<file path="config.mk">
export PLATFORM = sky130hd
export DESIGN_NAME = fft_stage_scheduler_flat
export DESIGN_NICKNAME = d
export VERILOG_FILES = /design/src/rtl/fft_stage_scheduler_if.sv /design/src/rtl/fft_stage_scheduler.sv /design/src/flat_wrapper.sv
export SDC_FILE = /design/constraint.sdc
export NUM_CORES = 1
export LEC_CHECK = 0
export ABC_AREA = 1
export CELL_PAD_IN_SITES_DETAIL_PLACEMENT = 0
export CELL_PAD_IN_SITES_GLOBAL_PLACEMENT = 2
export CORE_ASPECT_RATIO = 0.5
export CORE_UTILIZATION = 29
export CTS_CLUSTER_DIAMETER = 80
export CTS_CLUSTER_SIZE = 20
export DETAILED_ROUTE_END_ITERATION = 8
export PLACE_DENSITY = 0.82
export SETUP_SLACK_MARGIN = 0.2
export SKIP_CTS_REPAIR_TIMING = 1
export SYNTH_ARGS = -nofsm -noshare
export SYNTH_HDL_FRONTEND = slang
export SYNTH_SLANG_ARGS = --single-unit
</file>
<file path="constraint.sdc">
create_clock -name clk -period 6.3 [get_ports clk]
set_clock_uncertainty 0.2 [all_clocks]
set_input_delay 1.26 -clock clk [delete_from_list [all_inputs] [get_ports clk]]
set_output_delay 1.26 -clock clk [all_outputs]
set_load 0.05 [all_outputs]
</file>
<file path="src/rtl/fft_stage_scheduler_if.sv">
// Handshake bundle between the FFT control FSM, the stage scheduler and the
// butterfly/RAM datapath. The scheduler side uses the master modport.
interface fft_stage_scheduler_if #(
    parameter int ADDR_WIDTH = 12
);
    logic                  start;
    logic                  abort;
    logic [3:0]            log2_n;
    logic                  bf_valid;
    logic                  bf_ready;
    logic [ADDR_WIDTH-1:0] bf_addr_a;
    logic [ADDR_WIDTH-1:0] bf_addr_b;
    logic [ADDR_WIDTH-2:0] bf_tw_idx;
    logic [3:0]            bf_stage;
    logic                  bf_done;
    logic                  busy;
    logic                  done;
    logic                  err;

    modport master (
        input  start, abort, log2_n, bf_ready, bf_done,
        output bf_valid, bf_addr_a, bf_addr_b, bf_tw_idx, bf_stage, busy, done, err
    );

    modport slave (
        output start, abort, log2_n, bf_ready, bf_done,
        input  bf_valid, bf_addr_a, bf_addr_b, bf_tw_idx, bf_stage, busy, done, err
    );
endinterface

</file>
<file path="src/rtl/fft_stage_scheduler.sv">
// Radix-2 DIT FFT stage sequencer: issues butterfly commands stage by stage and
// holds a barrier between stages until every issued butterfly has been written back.
module fft_stage_scheduler #(
    parameter int ADDR_WIDTH = 12
) (
    input  logic                  clk,
    input  logic                  reset,
    fft_stage_scheduler_if.master bus
);
    localparam int KW = ADDR_WIDTH - 1;
    localparam logic [ADDR_WIDTH-1:0] ONE    = ADDR_WIDTH'(1);
    localparam logic [KW-1:0]         K_ONES = '1;

    typedef enum logic [1:0] {IDLE, ISSUE, WAIT, FIN} state_t;

    state_t                state, state_nx;
    logic [3:0]            stage, stage_nx;
    logic [3:0]            len, len_nx;
    logic [KW-1:0]         k, k_nx;
    logic [ADDR_WIDTH-1:0] outstanding, outstanding_nx;
    logic                  err_nx;
    logic                  xfer;
    logic                  log2_ok;
    logic                  k_last;
    logic [KW-1:0]         mask, j, grp;
    logic [ADDR_WIDTH-1:0] addr_a_nx, addr_b_nx;
    logic [KW-1:0]         tw_nx;

    assign xfer    = bus.bf_valid && bus.bf_ready;
    assign log2_ok = (bus.log2_n != 4'd0) && (int'(bus.log2_n) <= ADDR_WIDTH);
    // Last butterfly of a stage is k = 2^(L-1) - 1.
    assign k_last  = (k == ~(K_ONES << (len - 4'd1)));

    always_comb begin
        state_nx = state;
        stage_nx = stage;
        len_nx   = len;
        k_nx     = k;
        err_nx   = 1'b0;
        case (state)
            IDLE: begin
                if (bus.start) begin
                    if (log2_ok) begin
                        state_nx = ISSUE;
                        stage_nx = '0;
                        k_nx     = '0;
                        len_nx   = bus.log2_n;
                    end else begin
                        err_nx = 1'b1;
                    end
                end
            end
            ISSUE: begin
                if (xfer) begin
                    if (k_last) state_nx = WAIT;
                    else        k_nx     = k + KW'(1);
                end
            end
            WAIT: begin
                if (outstanding == '0) begin
                    if (stage == len - 4'd1) begin
                        state_nx = FIN;
                    end else begin
                        state_nx = ISSUE;
                        stage_nx = stage + 4'd1;
                        k_nx     = '0;
                    end
                end
            end
            FIN:     state_nx = IDLE;
            default: state_nx = IDLE;
        endcase
        if (bus.abort) begin
            state_nx = IDLE;
            stage_nx = '0;
            k_nx     = '0;
            err_nx   = 1'b0;
        end
    end

    // A write-back in the same cycle as an issue cancels out, even from zero.
    always_comb begin
        outstanding_nx = outstanding;
        if (bus.abort)
            outstanding_nx = '0;
        else if (xfer && !bus.bf_done)
            outstanding_nx = outstanding + ONE;
        else if (!xfer && bus.bf_done && (outstanding != '0))
            outstanding_nx = outstanding - ONE;
    end

    // Payload for the next cycle's (stage, k): A = grp*2*half + j, B = A + half.
    always_comb begin
        mask      = ~(K_ONES << stage_nx);
        j         = k_nx & mask;
        grp       = k_nx >> stage_nx;
        addr_a_nx = ({1'b0, grp} << (stage_nx + 4'd1)) | {1'b0, j};
        addr_b_nx = addr_a_nx + (ONE << stage_nx);
        tw_nx     = j << (len_nx - 4'd1 - stage_nx);
    end

    always_ff @(posedge clk) begin
        if (reset) begin
            state         <= IDLE;
            stage         <= '0;
            len           <= '0;
            k             <= '0;
            outstanding   <= '0;
            bus.bf_valid  <= 1'b0;
            bus.bf_addr_a <= '0;
            bus.bf_addr_b <= '0;
            bus.bf_tw_idx <= '0;
            bus.bf_stage  <= '0;
            bus.busy      <= 1'b0;
            bus.done      <= 1'b0;
            bus.err       <= 1'b0;
        end else begin
            state         <= state_nx;
            stage         <= stage_nx;
            len           <= len_nx;
            k             <= k_nx;
            outstanding   <= outstanding_nx;
            bus.bf_valid  <= (state_nx == ISSUE);
            bus.bf_addr_a <= addr_a_nx;
            bus.bf_addr_b <= addr_b_nx;
            bus.bf_tw_idx <= tw_nx;
            bus.bf_stage  <= stage_nx;
            bus.busy      <= (state_nx == ISSUE) || (state_nx == WAIT);
            bus.done      <= (state_nx == FIN);
            bus.err       <= err_nx;
        end
    end
endmodule

</file>
<file path="src/flat_wrapper.sv">
// flat-port wrapper written by rule: the top's interface ports become plain ports
module fft_stage_scheduler_flat 
#(
    parameter int ADDR_WIDTH = 12
)
  (clk, reset, bus_start, bus_abort, bus_log2_n, bus_bf_ready, bus_bf_done, bus_bf_valid, bus_bf_addr_a, bus_bf_addr_b, bus_bf_tw_idx, bus_bf_stage, bus_busy, bus_done, bus_err);
  fft_stage_scheduler_if #(.ADDR_WIDTH(ADDR_WIDTH)) bus_i ();
  input  logic clk;
  input  logic reset;
  input wire logic [$bits(bus_i.start)-1:0] bus_start;
  input wire logic [$bits(bus_i.abort)-1:0] bus_abort;
  input wire logic [$bits(bus_i.log2_n)-1:0] bus_log2_n;
  input wire logic [$bits(bus_i.bf_ready)-1:0] bus_bf_ready;
  input wire logic [$bits(bus_i.bf_done)-1:0] bus_bf_done;
  output wire logic [$bits(bus_i.bf_valid)-1:0] bus_bf_valid;
  output wire logic [$bits(bus_i.bf_addr_a)-1:0] bus_bf_addr_a;
  output wire logic [$bits(bus_i.bf_addr_b)-1:0] bus_bf_addr_b;
  output wire logic [$bits(bus_i.bf_tw_idx)-1:0] bus_bf_tw_idx;
  output wire logic [$bits(bus_i.bf_stage)-1:0] bus_bf_stage;
  output wire logic [$bits(bus_i.busy)-1:0] bus_busy;
  output wire logic [$bits(bus_i.done)-1:0] bus_done;
  output wire logic [$bits(bus_i.err)-1:0] bus_err;
  assign bus_i.start = bus_start;
  assign bus_i.abort = bus_abort;
  assign bus_i.log2_n = bus_log2_n;
  assign bus_i.bf_ready = bus_bf_ready;
  assign bus_i.bf_done = bus_bf_done;
  assign bus_bf_valid = bus_i.bf_valid;
  assign bus_bf_addr_a = bus_i.bf_addr_a;
  assign bus_bf_addr_b = bus_i.bf_addr_b;
  assign bus_bf_tw_idx = bus_i.bf_tw_idx;
  assign bus_bf_stage = bus_i.bf_stage;
  assign bus_busy = bus_i.busy;
  assign bus_done = bus_i.done;
  assign bus_err = bus_i.err;
  fft_stage_scheduler #(.ADDR_WIDTH(ADDR_WIDTH)) u_core (.clk(clk), .reset(reset), .bus(bus_i));
endmodule
</file>
# [Word level (Yosys, flattened, before mapping)]
# Index checks and enable logic that the tools add are counted.
[classes] addsub=9 order_cmp=1 n_eq_ne=8 shifts=6 mux=28 bitwise_logic=6 reduce_logical=15
[op_table] op="11-bit two-way mux" n=7
[op_table] op="11-bit case mux with 3 select lines" n=1
[op_table] op="4-bit two-way mux" n=8
[op_table] op="12-bit two-way mux" n=2
[op_table] op="11-bit NOT" n=2
[op_table] op="11-bit by 4-bit << shifter with 11-bit output (first input constant)" n=2
[op_table] op="2-bit two-way mux" n=7
[op_table] op="12-bit by 1-bit adder with 12-bit output (second input constant)" n=1
[op_table] op="12-bit adder" n=1
[op_table] op="12-bit zero test" n=1
[op_table] op="12-bit by 11-bit bitwise OR with 12-bit output" n=1
[op_table] op="12-bit nonzero test" n=1
[op_table] op="1-bit by 4-bit << shifter with 12-bit output (first input constant)" n=1
[op_table] op="11-bit by 4-bit << shifter with 12-bit output" n=1
[op_table] op="12-bit by 1-bit subtractor with 12-bit output (second input constant)" n=1
[op_table] op="11-bit by 1-bit adder with 11-bit output (second input constant)" n=1
[op_table] op="11-bit bitwise AND" n=1
[op_table] op="11-bit == test" n=1
[op_table] op="11-bit by 4-bit << shifter with 11-bit output" n=1
[op_table] op="11-bit by 4-bit right shift with 11-bit output" n=1
[op_table] op="4-bit by 1-bit adder with 4-bit output (second input constant)" n=2
[op_table] op="2-bit == test (second input constant)" n=4
[op_table] op="2-bit case mux with 4 select lines" n=1
[op_table] op="4-bit case mux with 2 select lines" n=1
[op_table] op="15 further kinds" n=23
[totals] reg_bits=72 in_bits=10 output_inout_bits=43 elab_cells=85

# [Logic depth before layout (Yosys ltp)]
# Gate-level depths: netlist (run 1).
[logic_depth] word_depth=12 mapped_depth=48 depth_no_buf=48

# [Worst setup path before layout (run 1)]
# OpenSTA, ideal clock, no wires.
[synth_path] path_type="input-to-reg" from="input bus_log2_n[1]" to="register u_core.bus.bf_addr_b[11]" setup_ps=115 t_arrival_ps=5265 t_required_ps=5985 slack_ps=720 cell_stages=40 path_buffers=3 cell_sequence="nor2_1 > nand2_1 > o21ai_0 > nor2_1 > inv_1 > nand2_1 > inv_1 > a21oi_1 > nand2_1 > nand3_4 > inv_2 > buf_2 > ha_1 > inv_1 > ha_1 > buf_2 > inv_1 > buf_2 > [4 not listed] > nor2_1 > nor2_1 > nor2_1 > o21ai_0 > nand2_1 > nand2_1 > nand2_1 > a21oi_1 > nor2_1 > nor2_1 > o21bai_1 > nand2_1 > nand2_1 > a21oi_1 > xor2_1 > nand3_2 > nand2_1 > nor2_1"
[synth_between] elab_chain_cells=11 word_cells_on_any_way=20 cone_classes="add/sub: 2; order compare: 1; shift: 4; mux: 8; bitwise: 3; reduce/logical: 2"
[synth_lines] element="start: declaration" line="flat_wrapper.sv:12" source="input wire logic [$bits(bus_i.log2_n)-1:0] bus_log2_n;"
[synth_lines] element="4-bit less-or-equal comparator / 4-bit nonzero test (equally long branches)" line="fft_stage_scheduler.sv:30" source="assign log2_ok = (bus.log2_n != 4'd0) && (int'(bus.log2_n) <= ADDR_WIDTH);"
[synth_lines] element="1-bit logical AND (*)" line="fft_stage_scheduler.sv:30"
[synth_lines] element="4-bit two-way mux (*)" line="fft_stage_scheduler.sv:43" source="if (log2_ok) begin"
[synth_lines] element="4-bit two-way mux (*)" line="fft_stage_scheduler.sv:42" source="if (bus.start) begin"
[synth_lines] element="4-bit case mux with 2 select lines (*)" line="fft_stage_scheduler.sv:40" source="case (state)"
[synth_lines] element="4-bit two-way mux (*)" line="fft_stage_scheduler.sv:73" source="if (bus.abort) begin"
[synth_lines] element="named net u_core.stage_nx[0]" line="fft_stage_scheduler.sv:17" source="logic [3:0] stage, stage_nx;"
[synth_lines] element="parallel branches: the longest is 3 deep, another holds 4-bit by 1-bit adder with 4-bit output"
[synth_lines] element="12-bit by 11-bit bitwise OR with 12-bit output (*)" line="fft_stage_scheduler.sv:97" source="addr_a_nx = ({1'b0, grp} << (stage_nx + 4'd1)) | {1'b0, j};"
[synth_lines] element="named net u_core.addr_a_nx[2]" line="fft_stage_scheduler.sv:26" source="logic [ADDR_WIDTH-1:0] addr_a_nx, addr_b_nx;"
[synth_lines] element="12-bit adder (*)" line="fft_stage_scheduler.sv:98" source="addr_b_nx = addr_a_nx + (ONE << stage_nx);"
[synth_lines] element="end signal: assignment" line="fft_stage_scheduler.sv:125" source="bus.bf_addr_b <= addr_b_nx;"
[synth_lines] element="end: declaration" line="fft_stage_scheduler_if.sv:22" source="output bf_valid, bf_addr_a, bf_addr_b, bf_tw_idx, bf_stage, busy, done, err"
# Mark *: on every way through the listed nets, which the timed path passes.
# A chain may end at the register's enable or synchronous reset.

# [Worst setup path in the final report (run 1)]
[layout_path] from="input bus_log2_n[1]" to="register u_core.bus.bf_addr_b[10]"
[layout_between] elab_chain_cells=11 word_cells_on_any_way=20 cone_classes="add/sub: 2; order compare: 1; shift: 4; mux: 8; bitwise: 3; reduce/logical: 2"
[layout_lines] element="4-bit less-or-equal comparator / 4-bit nonzero test (equally long branches)" line="fft_stage_scheduler.sv:30"
[layout_lines] element="1-bit logical AND (*)" line="fft_stage_scheduler.sv:30"
[layout_lines] element="parallel branches: the longest is 7 deep, another holds 4-bit by 1-bit adder with 4-bit output"
[layout_lines] element="12-bit by 11-bit bitwise OR with 12-bit output (*)" line="fft_stage_scheduler.sv:97"
[layout_lines] element="named net u_core.addr_a_nx[0]" line="fft_stage_scheduler.sv:26"
[layout_lines] element="12-bit adder (*)" line="fft_stage_scheduler.sv:98"
# Marked as above.

==> flow_summary.ini, run 1 <==
[critical_path]
cpMostUsedCell = nand2_1
worstRegToRegCells = 41
crit_fanout = 12
r2r_end = u_core.bus.bf_addr_b[10]
crit_path_start_kind = input port
slowest_stage = clkdlybuf4s50_1
r2r-start = u_core.len[0]
crit_end = u_core.bus.bf_addr_b[10]
arrival_ps = 5780
startpoint = bus_log2_n[1]
critical_path_class = in2reg
reg2reg_slack_ps = 760
cp.required_ps = 6370
worstSetupEndpointType = flop
cpPeakStageDelay_ps = 430

[global_route]
grt_overflow = 0
grt_use_total_pct = 18.0
grt_pass1_wl_um = 31700
grt_pass1_vias = 6003
grt_max_degree = 45
antenna_found_initial = 0

[clocking]
insertion_delay_ps = 340
cts_made_buffers = 9
cts_tree = done
cts.sinks = 72
clockBufferDepth = 2
h-tree-depth = 3
clk_pin_slew_ps = 70
root_buffer = clkbuf_16

[routing]
post-route-drc-count = 0
ant_nets = 0
via_count = 6414
routed_via_density = 4.66
wl_per_cell_um = 14.3
drt_iter0_drc = 418
dr.pass1.iters = 5
drt-total-wl_um = 19700

[synth]
synth_edf_count = 0
synth-seq-cells = 72
yosys-top-cells-area = dfxtp_1 (23%), nand2_1 (14%), nand3_1 (8.5%)
synth-main-ff-cell = dfxtp_1
yosys-top-cells-count = nand2_1 (233), inv_1 (115), nor2_1 (111), nand3_1 (106), dfxtp_1 (72)
synth.most_common_cell = nand2_1
avgSynthCellArea_um2 = 6.34
syn_inst = 989
yosys.area.top_type = dfxtp_1
synth_cell_types = 48
synth-async-reset-ratio_pct = 0
synth_nets = 1042
ys_seq_area_share_pct = 23.0
syn-cell-area_mm2 = 0.00627
synth_top_cell_area_share_pct = 23.0
ys_warn_count = 0

[timing]
finalHoldViolations = 0
worst_pin_slew_ps = 977
fmax_ghz = 0.175
slew_viol_final = 0
finalSetupViolCount = 0
relSlewSlack_pct = 34.6
timing.final.crit_period_ps = 5710
rsz0062_at_grt = yes
finalCritPeriodShare_pct = 90.6

[placed_design]
placedCellCount = 1353
gp_congestion = 0.889
dp_hpwl_um = 15900
port_buffers = 52

[floorplanning]
die-area_mm2 = 0.0223
die_h_um = 106
die_w_um = 210
core_area_mm2 = 0.0209
pin_count = 53
rows = 37
start_util_pct = 30.0

[final_layout]
synthToLayoutAreaGrowth_pct = 25.3
final_util_pct = 37.7
diodes = 0
nFillCells = 2236
drive_gt1_share_pct = 17.0
multi_input_area_mm2 = 0.00427
final_nets = 1132
seq_area_mm2 = 0.00144
finalNonFillerCells = 1376

[power_and_ir_drop]
powerDensity_mw_per_mm2 = 204
p_total_uw = 1600
p_leak_uw = 0.00369
ir_worst_vdd_v = 0.0000962

[min_path]
hold_path_class = reg2reg

[flow_run]
drv_cap = 0

[run_status]
status = finished, final reports clean
per-stage QoR:
stage                     cell area, um2  setup WS, ps  hold WS (ps)  TNS, ps
after floorplan                     6270           720           239        0
after global placement              7380          44.8           254        0
after detailed placement            7380         -33.0           262    -47.5
after CTS                           7690           292           272        0
after global routing                7860           152           294        0
final                               7860           592           272        0
cell usage in the layout, fill, tap and decap left out, types with 2 or more instances in the layout:
cell             Yosys  layout
nor2_4               3       5
bufinv_16            0       2
dlymetal6s2s_1       0       3
nand3_2             26      32
o311ai_0             2       2
o21ai_2              1       3
clkdlybuf4s50_1      0      48
o21ai_1              8       9
o211ai_1             4       4
nand2_4              5       5
xor2_1              11      11
ha_1                40      40
o21ai_0             54      51
a21oi_1             60      57
buf_4                7      56
o21bai_1             7       7
nor3_2               1       2
nand2_1            233     230
clkbuf_1            14       2
buf_12               0       2
inv_2               13      13
nand2_2             18      21
nand4_1             14      14
nor2_1             111     105
inv_1              115     114
o22ai_1              3       3
nor2_2               5       9
dfxtp_1             72      72
clkbuf_16            0       9
nand3b_1             3       3
nand3_4              3       3
a21oi_2              5       8
fa_1                 3       2
xnor2_1              2       2
nor3_1              15      14
a31oi_1              3       3
nand3_1            106     100
flip-flops by register name, indices dropped and copies added, names as in the netlist, 2 cells and up:
name and flops:
u_core.bus.bf_stage 4, u_core.bus.bf_tw_idx 11, u_core.k 11, u_core.outstanding 12
u_core.len 4, u_core.bus.bf_addr_b 12, u_core.state 2, u_core.bus.bf_addr_a 12
worst min-delay path by stage:
stage | from | endpoint | cells past startpoint
detailed placement | u_core.outstanding[11] | u_core.outstanding[11] | 2
CTS | u_core.outstanding[11] | u_core.outstanding[11] | 2
finish | u_core.outstanding[11] | u_core.outstanding[11] | 2
global route | u_core.outstanding[11] | u_core.outstanding[11] | 2
floorplan | u_core.outstanding[11] | u_core.outstanding[11] | 2
global placement | u_core.outstanding[11] | u_core.outstanding[11] | 2
report_power, final:
| part | total (uW) | switching [uW] | leakage, uW | internal [uW] |
|---|---|---|---|---|
| clock network | 569 | 222 | 0.000150 | 348 |
| logic | 532 | 351 | 0.00295 | 181 |
| registers | 500 | 16.7 | 0.000585 | 483 |
| total | 1600 | 589 | 0.00369 | 1010 |
kinds of logic (layout without fill, tap and decap cells):
kind of cell / after synthesis / after routing / share of synthesized area, %
AOI/OAI and AO/OA: 151 / 151 / 13.3
DFF: 72 / 72 / 23.0
and+or+nand+nor: 547 / 547 / 41.6
muxes: 1 / 1 / 0.180
adders and majority gates: 43 / 43 / 8.94
buffers and inverters: 160 / 255 / 10.5
xor gates and xnor gates: 15 / 15 / 2.51
worst max-delay path, delay by kind of cell:
family	cells	cell delay (ps)
compound gates	8	950
fa+ha+maj	2	520
buf+inv	10	1210
simple gates	20	1800
routing by layer:
| metal | vias up | GRT usage, % | part of all wire [%] |
|---|---|---|---|
| met2 | 117 | 27.8 | 43 |
| met3 | 14 | 2.72 | 3.7 |
| met4 | 0 | 4.28 | 0.75 |
| li1 | 3412 | - | - |
| met5 | - | 0 | 0 |
| met1 | 2871 | 26.0 | 53 |
layout make-up:
type / count / share of cell area [%]
multi-input cells: 757 / 54.3
clock inverters: 5 / 1.03
clock buffers: 11 / 2.96
well taps: 292 / 4.65
inverters: 129 / 6.25
repair buffers: 110 / 12.5
flip-flops and latches: 72 / 18.3
Note: power is estimated with default switching activity, not from simulation.
==> run 2, diff against run 1 <==
--- a/config.mk
+++ b/config.mk
@@ -13,7 +13,8 @@
 export CTS_CLUSTER_DIAMETER = 80
 export CTS_CLUSTER_SIZE = 20
 export DETAILED_ROUTE_END_ITERATION = 8
-export PLACE_DENSITY = 0.82
+export GPL_ROUTABILITY_DRIVEN = 1
+export PLACE_DENSITY = 0.7
 export SETUP_SLACK_MARGIN = 0.2
 export SKIP_CTS_REPAIR_TIMING = 1
 export SYNTH_ARGS = -nofsm -noshare
==> run 2 against run 1 <==
Critical path type unchanged. Sequential power about the same. Non-clock buffer count shrank 13. Critical path depth shrank 4.
==> flow_summary.ini, run 2 (synthesized netlist as in run 1, its figures left out) <==
[timing]
slew_viol_final = 0
finalCritPeriodShare_pct = 89.4
finalHoldViolations = 0
relSlewSlack_pct = 34.6
timing.final.crit_period_ps = 5630
fmax_ghz = 0.178
finalSetupViolCount = 0
whs_ps = 283
worst_pin_slew_ps = 977
rsz0062_at_grt = yes

[routing]
ant_nets = 0
dr.pass1.iters = 5
via_count = 6455
wl_per_cell_um = 15.5
routed_via_density = 4.74
drt_iter0_drc = 362
drt-total-wl_um = 21100
post-route-drc-count = 0

[placed_design]
port_buffers = 52
placed_cell_area_mm2 = 0.00728
dp_hpwl_um = 17000
placedCellCount = 1341
gp_congestion = 0.884

[final_layout]
final_cell_mix = nand2_1 (229), inv_1 (113), nor2_1 (105)
synthToLayoutAreaGrowth_pct = 23.2
nFillCells = 2327
drive_gt1_share_pct = 16.2
multi_input_area_mm2 = 0.00428
design_area_mm2 = 0.00773
seq_area_mm2 = 0.00144
diodes = 0
final_common_cell = nand2_1
final_nets = 1119
finalNonFillerCells = 1363
biggestRegsByFlops = u_core.bus.bf_addr_a x12, u_core.bus.bf_addr_b x12, u_core.outstanding x12

[clocking]
h-tree-depth = 3
cts.sinks = 72
insertion_delay_ps = 350
cts_tree = done
clockBufferDepth = 2
root_buffer = clkbuf_16
cts_made_buffers = 9
clk_pin_slew_ps = 60

[global_route]
grt_max_degree = 45
grt_overflow = 0
grt_pass1_wl_um = 33800
grt_use_total_pct = 19.7
antenna_found_initial = 0
grt_pass1_vias = 6205

[power_and_ir_drop]
cellInternalPower_uw = 934
ir_worst_vdd_v = 0.000100
p_leak_uw = 0.00356
switching_power_uw = 613
p_seq_share_pct = 32.3
p_comb_share_pct = 34.9
powerDensity_mw_per_mm2 = 200
swShare_pct = 39.6
pwr-share-clk_pct = 32.7

[critical_path]
cpPeakStageDelay_ps = 520
worstSetupEndpointType = flop
cp.required_ps = 6350
crit_path_start_kind = input port
critical_path_class = in2reg
slowest_stage = clkdlybuf4s50_1
cpMostUsedCell = nand2_1
crit_fanout = 13
arrival_ps = 5680

[floorplanning]
die-area_mm2 = 0.0223
start_util_pct = 30.0
rows = 37
core_area_mm2 = 0.0209
die_w_um = 210
die_h_um = 106
pin_count = 53

[flow_run]
drv_cap = 0

[run_status]
status = finished, final reports clean

[min_path]
hold_path_class = reg2reg
[run 2: changes by cell type in the layout (fill, tap and decap cells not counted), sizes merged, moves of 2 or more]
cell / delta
buf: -13
bufinv: -2
clkbuf: -2
clkdlybuf4s50: +3
dlymetal6s2s: -3
inv: +2
[run 2: layout make-up]
type,instances,share of cell area (%)
multi-input combinational,757,55.3
sequential,72,18.7
timing repair buffer,97,11.2
inverter,129,6.43
tap,292,4.73
clock buffer,9,2.91
clock inverter,7,0.713
[run 2: worst max-delay path, delay by kind of cell]
family | cells | cell delay, ps
simple gates | 20 | 1580
fa+ha+maj | 2 | 690
buf+inv | 7 | 1210
xor+xnor | 1 | 230
compound gates | 6 | 710
[run 2: power by group through the flow]
| stage | Sequential (uW) | Clock [uW] | Combinational (uW) |
|---|---|---|---|
| 5_1_grt | 503 | 541 | 606 |
| 2_1_floorplan | 559 | 0 | 347 |
| 3_5_place_dp | 511 | 0 | 530 |
| 4_1_cts | 500 | 523 | 533 |
| 6_report | 500 | 507 | 540 |
| 3_3_place_gp | 510 | 0 | 529 |
[run 2: per-layer routing]
layer  vias to the layer above  wire, um  track usage (%)
met5                         -         0                0
met4                         0       166             3.39
met3                         8       830             4.43
met2                        99      8850             30.1
met1                      2963     11200             28.2
li1                       3385         -                -
[run 2: metrics by stage]
| step | util (%) | TNS (ps) | power, uW | setup slack, ps |
|---|---|---|---|---|
| 2_1_floorplan | - | 0 | 906 | 720 |
| 3_3_place_gp | 34.8 | 0 | 1040 | 44.3 |
| 3_5_place_dp | 34.8 | -8.21 | 1040 | -8.21 |
| 4_1_cts | 36.2 | 0 | 1560 | 341 |
| 5_1_grt | 37.0 | 0 | 1650 | 146 |
| 6_report | 37.0 | 0 | 1550 | 667 |
[run 2: worst paths after layout]
check / startpoint / end / slack, ps / cells after the start
max: bus_log2_n[1] / u_core.bus.bf_addr_b[11] / 670 / 36
min: u_core.outstanding[11] / u_core.outstanding[11] / 280 / 2
max reg2reg: u_core.len[1] / u_core.bus.bf_addr_b[10] / 870 / 43
min reg2reg: u_core.outstanding[11] / u_core.outstanding[11] / 280 / 2
